`config.mk`:
```
export PLATFORM = sky130hd
export DESIGN_NAME = sata_oob_seq
export DESIGN_NICKNAME = d
export VERILOG_FILES = /design/src/rtl/sata_oob_seq.sv
export SDC_FILE = /design/constraint.sdc
export NUM_CORES = 1
export LEC_CHECK = 0
export CORE_MARGIN = 2
export CORE_UTILIZATION = 50
export DETAILED_ROUTE_END_ITERATION = 10
export PLACE_DENSITY_LB_ADDON = 0.12
export SLEW_MARGIN = 20
export SYNTH_ARGS = -nofsm -noshare
export SYNTH_HDL_FRONTEND = slang
export SYNTH_SLANG_ARGS = --single-unit
```
`constraint.sdc`:
```
create_clock -name i_clk -period 2.9 [get_ports i_clk]
set_clock_uncertainty 0.05 [all_clocks]
set_input_delay 0.58 -clock i_clk [delete_from_list [all_inputs] [get_ports i_clk]]
set_output_delay 0.58 -clock i_clk [all_outputs]
set_load 0.01 [all_outputs]
```
`src/rtl/sata_oob_seq.sv`:
```
// SATA OOB sequencer: emits COMRESET/COMINIT/COMWAKE bursts, classifies RX
// squelch gaps to detect incoming OOB signals, and runs the ALIGN handshake
// before handing TX to the link layer. All timing is in i_clk cycles.
module sata_oob_seq #(
    parameter bit          OPT_HOST     = 1'b1,
    parameter int unsigned BURST_CK     = 24,
    parameter int unsigned WAKE_IDLE_CK = 24,
    parameter int unsigned INIT_IDLE_CK = 48,
    parameter int unsigned N_BURSTS     = 6,
    parameter int unsigned DET_GAPS     = 4,
    parameter int unsigned WAKE_MIN     = 15,
    parameter int unsigned WAKE_MAX     = 26,
    parameter int unsigned INIT_MIN     = 43,
    parameter int unsigned INIT_MAX     = 53,
    parameter int unsigned RETRY_CK     = 65536,
    parameter int unsigned CW           = 17
) (
    input  logic       i_clk,
    input  logic       i_reset,
    input  logic       i_rx_elec_idle,
    input  logic       i_rx_align,
    input  logic       i_restart,
    output logic       o_tx_elec_idle,
    output logic [1:0] o_tx_sel,
    output logic       o_link_up,
    output logic       o_init_det,
    output logic       o_wake_det,
    output logic [2:0] o_state
);

    typedef enum logic [2:0] {
        S_SEND_INIT = 3'd0,
        S_WAIT_INIT = 3'd1,
        S_SEND_WAKE = 3'd2,
        S_WAIT_WAKE = 3'd3,
        S_ALIGN     = 3'd4,
        S_UP        = 3'd5
    } state_t;

    typedef enum logic [1:0] {
        G_NONE = 2'd0,
        G_WAKE = 2'd1,
        G_INIT = 2'd2
    } gap_t;

    localparam state_t RST_STATE = OPT_HOST ? S_SEND_INIT : S_WAIT_INIT;

    localparam int unsigned RW = $clog2(DET_GAPS + 1);
    localparam int unsigned NW = $clog2(N_BURSTS + 1);

    localparam logic [CW-1:0] BURST_END = CW'(BURST_CK - 1);
    localparam logic [CW-1:0] WAKE_END  = CW'(WAKE_IDLE_CK - 1);
    localparam logic [CW-1:0] INIT_END  = CW'(INIT_IDLE_CK - 1);
    localparam logic [CW-1:0] WAKE_LO   = CW'(WAKE_MIN);
    localparam logic [CW-1:0] WAKE_HI   = CW'(WAKE_MAX);
    localparam logic [CW-1:0] INIT_LO   = CW'(INIT_MIN);
    localparam logic [CW-1:0] INIT_HI   = CW'(INIT_MAX);
    localparam logic [CW-1:0] RETRY_END = CW'(RETRY_CK - 1);
    localparam logic [NW-1:0] NB_LAST   = NW'(N_BURSTS - 1);
    localparam logic [RW-1:0] RUN_SAT   = RW'(DET_GAPS);

    // ---------------------------------------------------------------
    // RX gap meter
    // ---------------------------------------------------------------
    logic [CW-1:0] idle_cnt;
    logic [RW-1:0] run_cnt;
    gap_t          last_class;
    gap_t          gap_class;
    logic          det_init;
    logic          det_wake;

    // Classify the current idle count and spot the detection point
    always_comb begin
        gap_class = G_NONE;
        if (idle_cnt >= WAKE_LO && idle_cnt <= WAKE_HI) begin
            gap_class = G_WAKE;
        end else if (idle_cnt >= INIT_LO && idle_cnt <= INIT_HI) begin
            gap_class = G_INIT;
        end
        // Detection fires on the cycle the idle count steps past the class MAX,
        // i.e. the trailing idle is too long to be another gap of the sequence.
        det_init = i_rx_elec_idle && (run_cnt >= RUN_SAT) &&
                   (last_class == G_INIT) && (idle_cnt == INIT_HI);
        det_wake = i_rx_elec_idle && (run_cnt >= RUN_SAT) &&
                   (last_class == G_WAKE) && (idle_cnt == WAKE_HI);
    end

    // Count squelch gaps, track same-class runs and pulse detections
    always_ff @(posedge i_clk or posedge i_reset) begin
        if (i_reset) begin
            idle_cnt   <= '0;
            run_cnt    <= '0;
            last_class <= G_NONE;
            o_init_det <= 1'b0;
            o_wake_det <= 1'b0;
        end else begin
            o_init_det <= det_init;
            o_wake_det <= det_wake;
            if (i_rx_elec_idle) begin
                if (idle_cnt != '1) begin
                    idle_cnt <= idle_cnt + 1'b1;
                end
                if (det_init || det_wake) begin
                    run_cnt <= '0;
                end
            end else begin
                idle_cnt <= '0;
                if (idle_cnt != '0) begin
                    last_class <= gap_class;
                    if (gap_class == G_NONE) begin
                        run_cnt <= '0;
                    end else if (gap_class == last_class) begin
                        if (run_cnt != RUN_SAT) begin
                            run_cnt <= run_cnt + 1'b1;
                        end
                    end else begin
                        run_cnt <= RW'(1);
                    end
                end
            end
        end
    end

    // ---------------------------------------------------------------
    // FSM, TX burst engine, timeout timer
    // ---------------------------------------------------------------
    state_t        state;
    state_t        state_nxt;
    logic          start_q;
    logic          eng_busy;
    logic          eng_on;
    logic [CW-1:0] eng_cnt;
    logic [NW-1:0] eng_nb;
    logic [CW-1:0] idle_end;
    logic          tx_done;
    logic [CW-1:0] timer;
    logic          timed;
    logic          timeout;
    logic          align_seen;
    logic          nxt_is_send;
    logic          in_send;

    // Engine/timer status decoded from the current state
    always_comb begin
        in_send     = (state == S_SEND_INIT) || (state == S_SEND_WAKE);
        nxt_is_send = (state_nxt == S_SEND_INIT) || (state_nxt == S_SEND_WAKE);
        idle_end    = (state == S_SEND_WAKE) ? WAKE_END : INIT_END;
        tx_done     = eng_busy && !eng_on && (eng_cnt == idle_end) &&
                      (eng_nb == NB_LAST);
        timed       = (state == S_WAIT_WAKE) || (state == S_ALIGN) ||
                      (OPT_HOST && (state == S_WAIT_INIT));
        timeout     = timed && (timer == RETRY_END);
    end

    // State register
    always_ff @(posedge i_clk or posedge i_reset) begin
        if (i_reset) begin
            state <= RST_STATE;
        end else begin
            state <= state_nxt;
        end
    end

    // Next-state logic; later overrides give restart > detection > timeout
    always_comb begin
        state_nxt = state;
        case (state)
            S_SEND_INIT: begin
                if (tx_done) state_nxt = OPT_HOST ? S_WAIT_INIT : S_WAIT_WAKE;
            end
            S_WAIT_INIT: begin
                if (o_init_det)   state_nxt = OPT_HOST ? S_SEND_WAKE : S_SEND_INIT;
                else if (timeout) state_nxt = RST_STATE;
            end
            S_SEND_WAKE: begin
                if (tx_done) state_nxt = OPT_HOST ? S_WAIT_WAKE : S_ALIGN;
            end
            S_WAIT_WAKE: begin
                if (o_wake_det)   state_nxt = OPT_HOST ? S_ALIGN : S_SEND_WAKE;
                else if (timeout) state_nxt = RST_STATE;
            end
            S_ALIGN: begin
                if (OPT_HOST ? align_seen : i_rx_align) state_nxt = S_UP;
                else if (timeout)                       state_nxt = RST_STATE;
            end
            S_UP: begin
                if (o_init_det) state_nxt = RST_STATE;
            end
            default: state_nxt = RST_STATE;
        endcase
        if (!OPT_HOST && o_init_det && !in_send) begin
            state_nxt = S_SEND_INIT;
        end
        if (i_restart) begin
            state_nxt = RST_STATE;
        end
    end

    // Entry flag for send states and the host's ALIGN sub-phase tracker
    always_ff @(posedge i_clk or posedge i_reset) begin
        if (i_reset) begin
            start_q    <= OPT_HOST;
            align_seen <= 1'b0;
        end else begin
            // A restart into the same send state must retrigger the engine.
            start_q    <= nxt_is_send && ((state_nxt != state) || i_restart);
            align_seen <= (state_nxt == S_ALIGN) &&
                          (align_seen || ((state == S_ALIGN) && i_rx_align));
        end
    end

    // Burst engine: BURST_CK on, idle_end+1 off, N_BURSTS times
    always_ff @(posedge i_clk or posedge i_reset) begin
        if (i_reset) begin
            eng_busy <= 1'b0;
            eng_on   <= 1'b0;
            eng_cnt  <= '0;
            eng_nb   <= '0;
        end else if (i_restart || (state_nxt != state)) begin
            eng_busy <= 1'b0;
            eng_on   <= 1'b0;
            eng_cnt  <= '0;
            eng_nb   <= '0;
        end else if (start_q) begin
            eng_busy <= 1'b1;
            eng_on   <= 1'b1;
            eng_cnt  <= '0;
            eng_nb   <= '0;
        end else if (eng_busy) begin
            if (eng_on) begin
                if (eng_cnt == BURST_END) begin
                    eng_on  <= 1'b0;
                    eng_cnt <= '0;
                end else begin
                    eng_cnt <= eng_cnt + 1'b1;
                end
            end else if (eng_cnt == idle_end) begin
                eng_cnt <= '0;
                if (eng_nb == NB_LAST) begin
                    eng_busy <= 1'b0;
                end else begin
                    eng_nb <= eng_nb + 1'b1;
                    eng_on <= 1'b1;
                end
            end else begin
                eng_cnt <= eng_cnt + 1'b1;
            end
        end
    end

    // Time spent in a waiting state, restarted on every state change
    always_ff @(posedge i_clk or posedge i_reset) begin
        if (i_reset) begin
            timer <= '0;
        end else if (i_restart || (state_nxt != state)) begin
            timer <= '0;
        end else if (timed) begin
            timer <= timer + 1'b1;
        end
    end

    // Output decode from state and engine phase
    always_comb begin
        o_tx_elec_idle = 1'b1;
        o_tx_sel       = 2'd0;
        o_link_up      = 1'b0;
        case (state)
            S_SEND_INIT, S_SEND_WAKE: begin
                o_tx_elec_idle = !(eng_busy && eng_on);
            end
            S_ALIGN: begin
                o_tx_elec_idle = 1'b0;
                o_tx_sel       = (OPT_HOST && !align_seen) ? 2'd1 : 2'd0;
            end
            S_UP: begin
                o_tx_elec_idle = 1'b0;
                o_tx_sel       = 2'd2;
                o_link_up      = 1'b1;
            end
            default: begin
                o_tx_elec_idle = 1'b1;
            end
        endcase
    end

    assign o_state = state;

endmodule

```
==> reports/qor.log <==
[logic_synthesis] flop and latch count out of synthesis 68
[timing] smallest setup slack after layout 115 ps
[power_and_ir_drop] relative contribution of combinational cells to total power 5.6%
[timing] final number of max-transition violations 0
[power_and_ir_drop] relative contribution of the clock network to total power 42.0%
[global_route] global-route wire length before repair 14400 um
[detailed_routing] total met2 wirelength after detailed routing 4120 um
[detailed_routing] detail-routed net length per standard cell 15.0 um
[logic_synthesis] part of the Yosys area used for sequential elements 42.9%
[detailed_routing] DRC errors left 0
[floorplanning] placeable core region 7690 um2
[detailed_routing] final routed wirelength across all metal layers 8450 um
[critical_path] category of the most critical setup path reg -> reg
[detailed_routing] highest routed metal layer met4
[logic_synthesis] Synth warnings 0
[placed_design] number of buffers inserted by port buffering 13
[global_route] Total Routing Usage GR 20.9%
[timing] number of setup violations in the final report 0
[floorplanning] area of the die 8660 um2
[placed_design] hpwl dp 5700 um
[global_route] initial antenna violation count 0
[detailed_routing] total met3 wirelength after detailed routing 411 um
[logic_synthesis] Synth cell types 60
[clock_tree] hold_buf cts 0
[global_route] aggregate global routing overflow 0
[logic_synthesis] netlist area before placement 3970 um2
[status] outcome complete, no violations
[logic_synthesis] Mapped Nets 451
[global_route] number of global-route vias before repair 3156
[final_layout] Core Util, Final 58.6%
[logic_synthesis] async set or reset register ratio after synthesis 100%
[timing] Final Hold Vio Count 0
[logic_synthesis] commonest register cell after synthesis dfrtp_1
[critical_path] capturing element type of the critical path flip-flop
[critical_path] required arrival time at the worst endpoint 3110 ps
[power_and_ir_drop] Pleak 1.82 nW
[global_route] pin count of the biggest net entering global routing 57
[floorplanning] placement row count 32
[clock_tree] buffer levels on the longest clock path 2
[placed_design] area of placed instances 4260 um2
[final_layout] fraction of final layout cells sized beyond drive strength 1 12.1%
[detailed_routing] number of detailed-routing iterations run before antenna repair 5
[detailed_routing] Vias/cell 5.77
[critical_path] critical path startpoint category flip-flop
[clock_tree] source-to-sink clock delay at the later pin of the worst-skew pair 340 ps
[timing] clock period minus worst slack 2780 ps
[power_and_ir_drop] power density over cell area 411 nW/um2
[power_and_ir_drop] worst vdd ir 0.000272 V
[placed_design] final weighted congestion in routability-driven placement 0.882
[detailed_routing] vias 3251
[floorplanning] Die Y 93.1 um
[floorplanning] effective utilization at floorplan 51.6%
[power_and_ir_drop] total internal power 1.43 mW
[min_path] worst min-delay path category in -> async
[clock_tree] number of clock sinks 68
[final_layout] area overhead of the layout relative to synthesis 13.7%
[timing] final clock period utilization by the worst path 96.0%
[clock_tree] clock slew at reported path FFs 70 ps
[power_and_ir_drop] net load switching power 423 uW
[clock_tree] Root Buffer clkbuf_8
[detailed_routing] starting DRC count in detailed routing 208
[placed_design] Setup WS pre-CTS -14.6 ps
[critical_path] data arrival time at the worst-slack endpoint 3000 ps
[floorplanning] Boundary Pins 14
[timing] Total Negative Setup Slacks 0 ps
[logic_synthesis] Cells after Synth 434
[critical_path] Critical Path Fanout Max 6
[logic_synthesis] number of enable flip-flop cells after synthesis 0
[timing] Fmax achieved 359 MHz
[timing] transition time of the tightest slew-check pin 553 ps
[final_layout] number of antenna diodes 0
[detailed_routing] routed length on met1 3740 um
[clock_tree] CTS Buf Count 9
[detailed_routing] Antenna Nets Post-Route 0
[final_layout] total number of nets in the final design 475
[clock_tree] CTS HTree Levels 3
[clock_tree] CTS tree done
[timing] Slew HR 62.9%
[logic_synthesis] mean area per synthesized cell 9.14 um2
[power_and_ir_drop] power share of the sequential group 52.4%
[power_and_ir_drop] switching share of power 22.8%
[job] maxcap violations 0
[final_layout] final instance area 4510 um2
[floorplanning] DIE WIDTH 93.1 um
synth_stat cells, types with 2 or more instances:
library cell,count,share of area [%]
dfrtp_1,67,42
nor2_1,51,4.8
nand2_1,27,2.6
inv_1,23,2.2
or3_1,23,3.6
a21oi_1,22,2.8
o21ai_0,22,2.8
nor3_1,17,2.1
nand3_1,15,1.9
ha_1,12,3.8
nand4_1,12,1.9
xnor2_1,12,2.7
xor2_1,12,2.7
mux2i_1,9,2.3
nor4_1,9,1.4
a21oi_2,8,1.8
buf_2,8,1.0
nand2b_1,8,1.3
and3_1,7,1.1
clkbuf_1,6,0.57
nor2b_1,6,0.95
a211oi_1,5,0.95
a31oi_1,3,0.47
and2_1,3,0.47
nor3b_1,3,0.57
o211ai_1,3,0.57
o21ai_1,3,0.38
a211o_1,2,0.44
mux2_2,2,0.57
nor4b_1,2,0.44
o21a_1,2,0.38
o311ai_0,2,0.44
repair_timing:
action | 4_1_cts | 5_1_grt
pin swaps | 0 | 4
gates cloned | 0 | 2
buffers inserted | 0 | 1
hold endpoints to repair | 0 | 0
gates resized for setup | 1 | 6
setup endpoints to repair | 7 | 15
flip-flops by register name, indices dropped and copies added (netlist names):
signal      flops
o_init_det      1
eng_nb          3
o_state         3
last_class      2
eng_cnt        17
eng_busy        1
o_wake_det      1
eng_on          1
start_q         1
idle_cnt       17
align_seen      1
run_cnt         3
timer          17
stage by stage:
| stage | cells | hold slack, ps | total power, mW |
|---|---|---|---|
| 6_report | 563 | 448 | 1.85 |
| 5_1_grt | 563 | 489 | 1.93 |
| 4_1_cts | 560 | 438 | 1.87 |
| 3_5_place_dp | 546 | 465 | 1.09 |
| 3_3_place_gp | 546 | 454 | 1.08 |
| 2_1_floorplan | 434 | 431 | 1.05 |
worst paths after layout:
check / startpoint / slack (ps) / end / depth (start not counted)
min reg2reg: last_class[0] / 470 / last_class[0] / 1
max in group asynchronous: i_reset / 1720 / start_q / 3
min: i_reset / 450 / idle_cnt[7] / 2
max reg2reg: timer[0] / 120 / eng_cnt[0] / 11
max: timer[0] / 120 / eng_cnt[0] / 11
min in group i_clk: last_class[0] / 470 / last_class[0] / 1
routing by layer:
layer,GRT usage (%),vias up
met4,10.4,0
met2,33.0,75
met1,27.4,1547
met3,4.19,21
li1,-,1608
met5,0,-
logic make-up (layout without fill, tap and decap cells):
group / after synthesis / in the layout / share of synthesized area [%]
compound gates: 89 / 90 / 15.7
xor+xnor: 24 / 24 / 5.30
fa+ha+maj: 12 / 12 / 3.79
buf+inv: 40 / 65 / 4.32
flops: 68 / 68 / 42.9
mux: 12 / 12 / 3.19
simple gates: 189 / 190 / 24.8
cell type report:
| class | instances | area (um2) |
|---|---|---|
| inverter | 23 | 86.3 |
| sequential | 68 | 1700 |
| tap | 102 | 128 |
| fill | 681 | 3180 |
| timing repair buffer | 28 | 255 |
| multi-input combinational | 328 | 2150 |
| clock buffer | 12 | 155 |
| clock inverter | 2 | 35.0 |
worst max-delay path, stage by stage, from the launching register on:
cell      delay [ps]
dfrtp_1          400
ha_1             210
and2_1           190
nand4_1           90
nor2_1            60
ha_2             190
nor3b_4          160
a211oi_4         240
o21ai_2          120
o32a_1           360
or3_4            470
nor3_2           180
power groups by stage:
stage	clock [mW]	combinational, mW	sequential, mW
after global routing	0.838	0.117	0.971
final	0.778	0.104	0.970
after detailed placement	0	0.0986	0.987
after global placement	0	0.0976	0.987
after floorplan	0	0.0676	0.982
after CTS	0.798	0.0990	0.969
layout by cell type, fill, tap and decap left out, types with 13 or more instances in the layout:
cell             instances
a21oi_1                 22
nor2_1                  51
o21ai_0                 22
buf_4                   14
nor3_1                  16
clkdlybuf4s50_1         13
inv_1                   22
or3_1                   23
dfrtp_1                 67
nand3_1                 15
nand2_1                 27
Note: power is estimated with default switching activity, not from simulation.
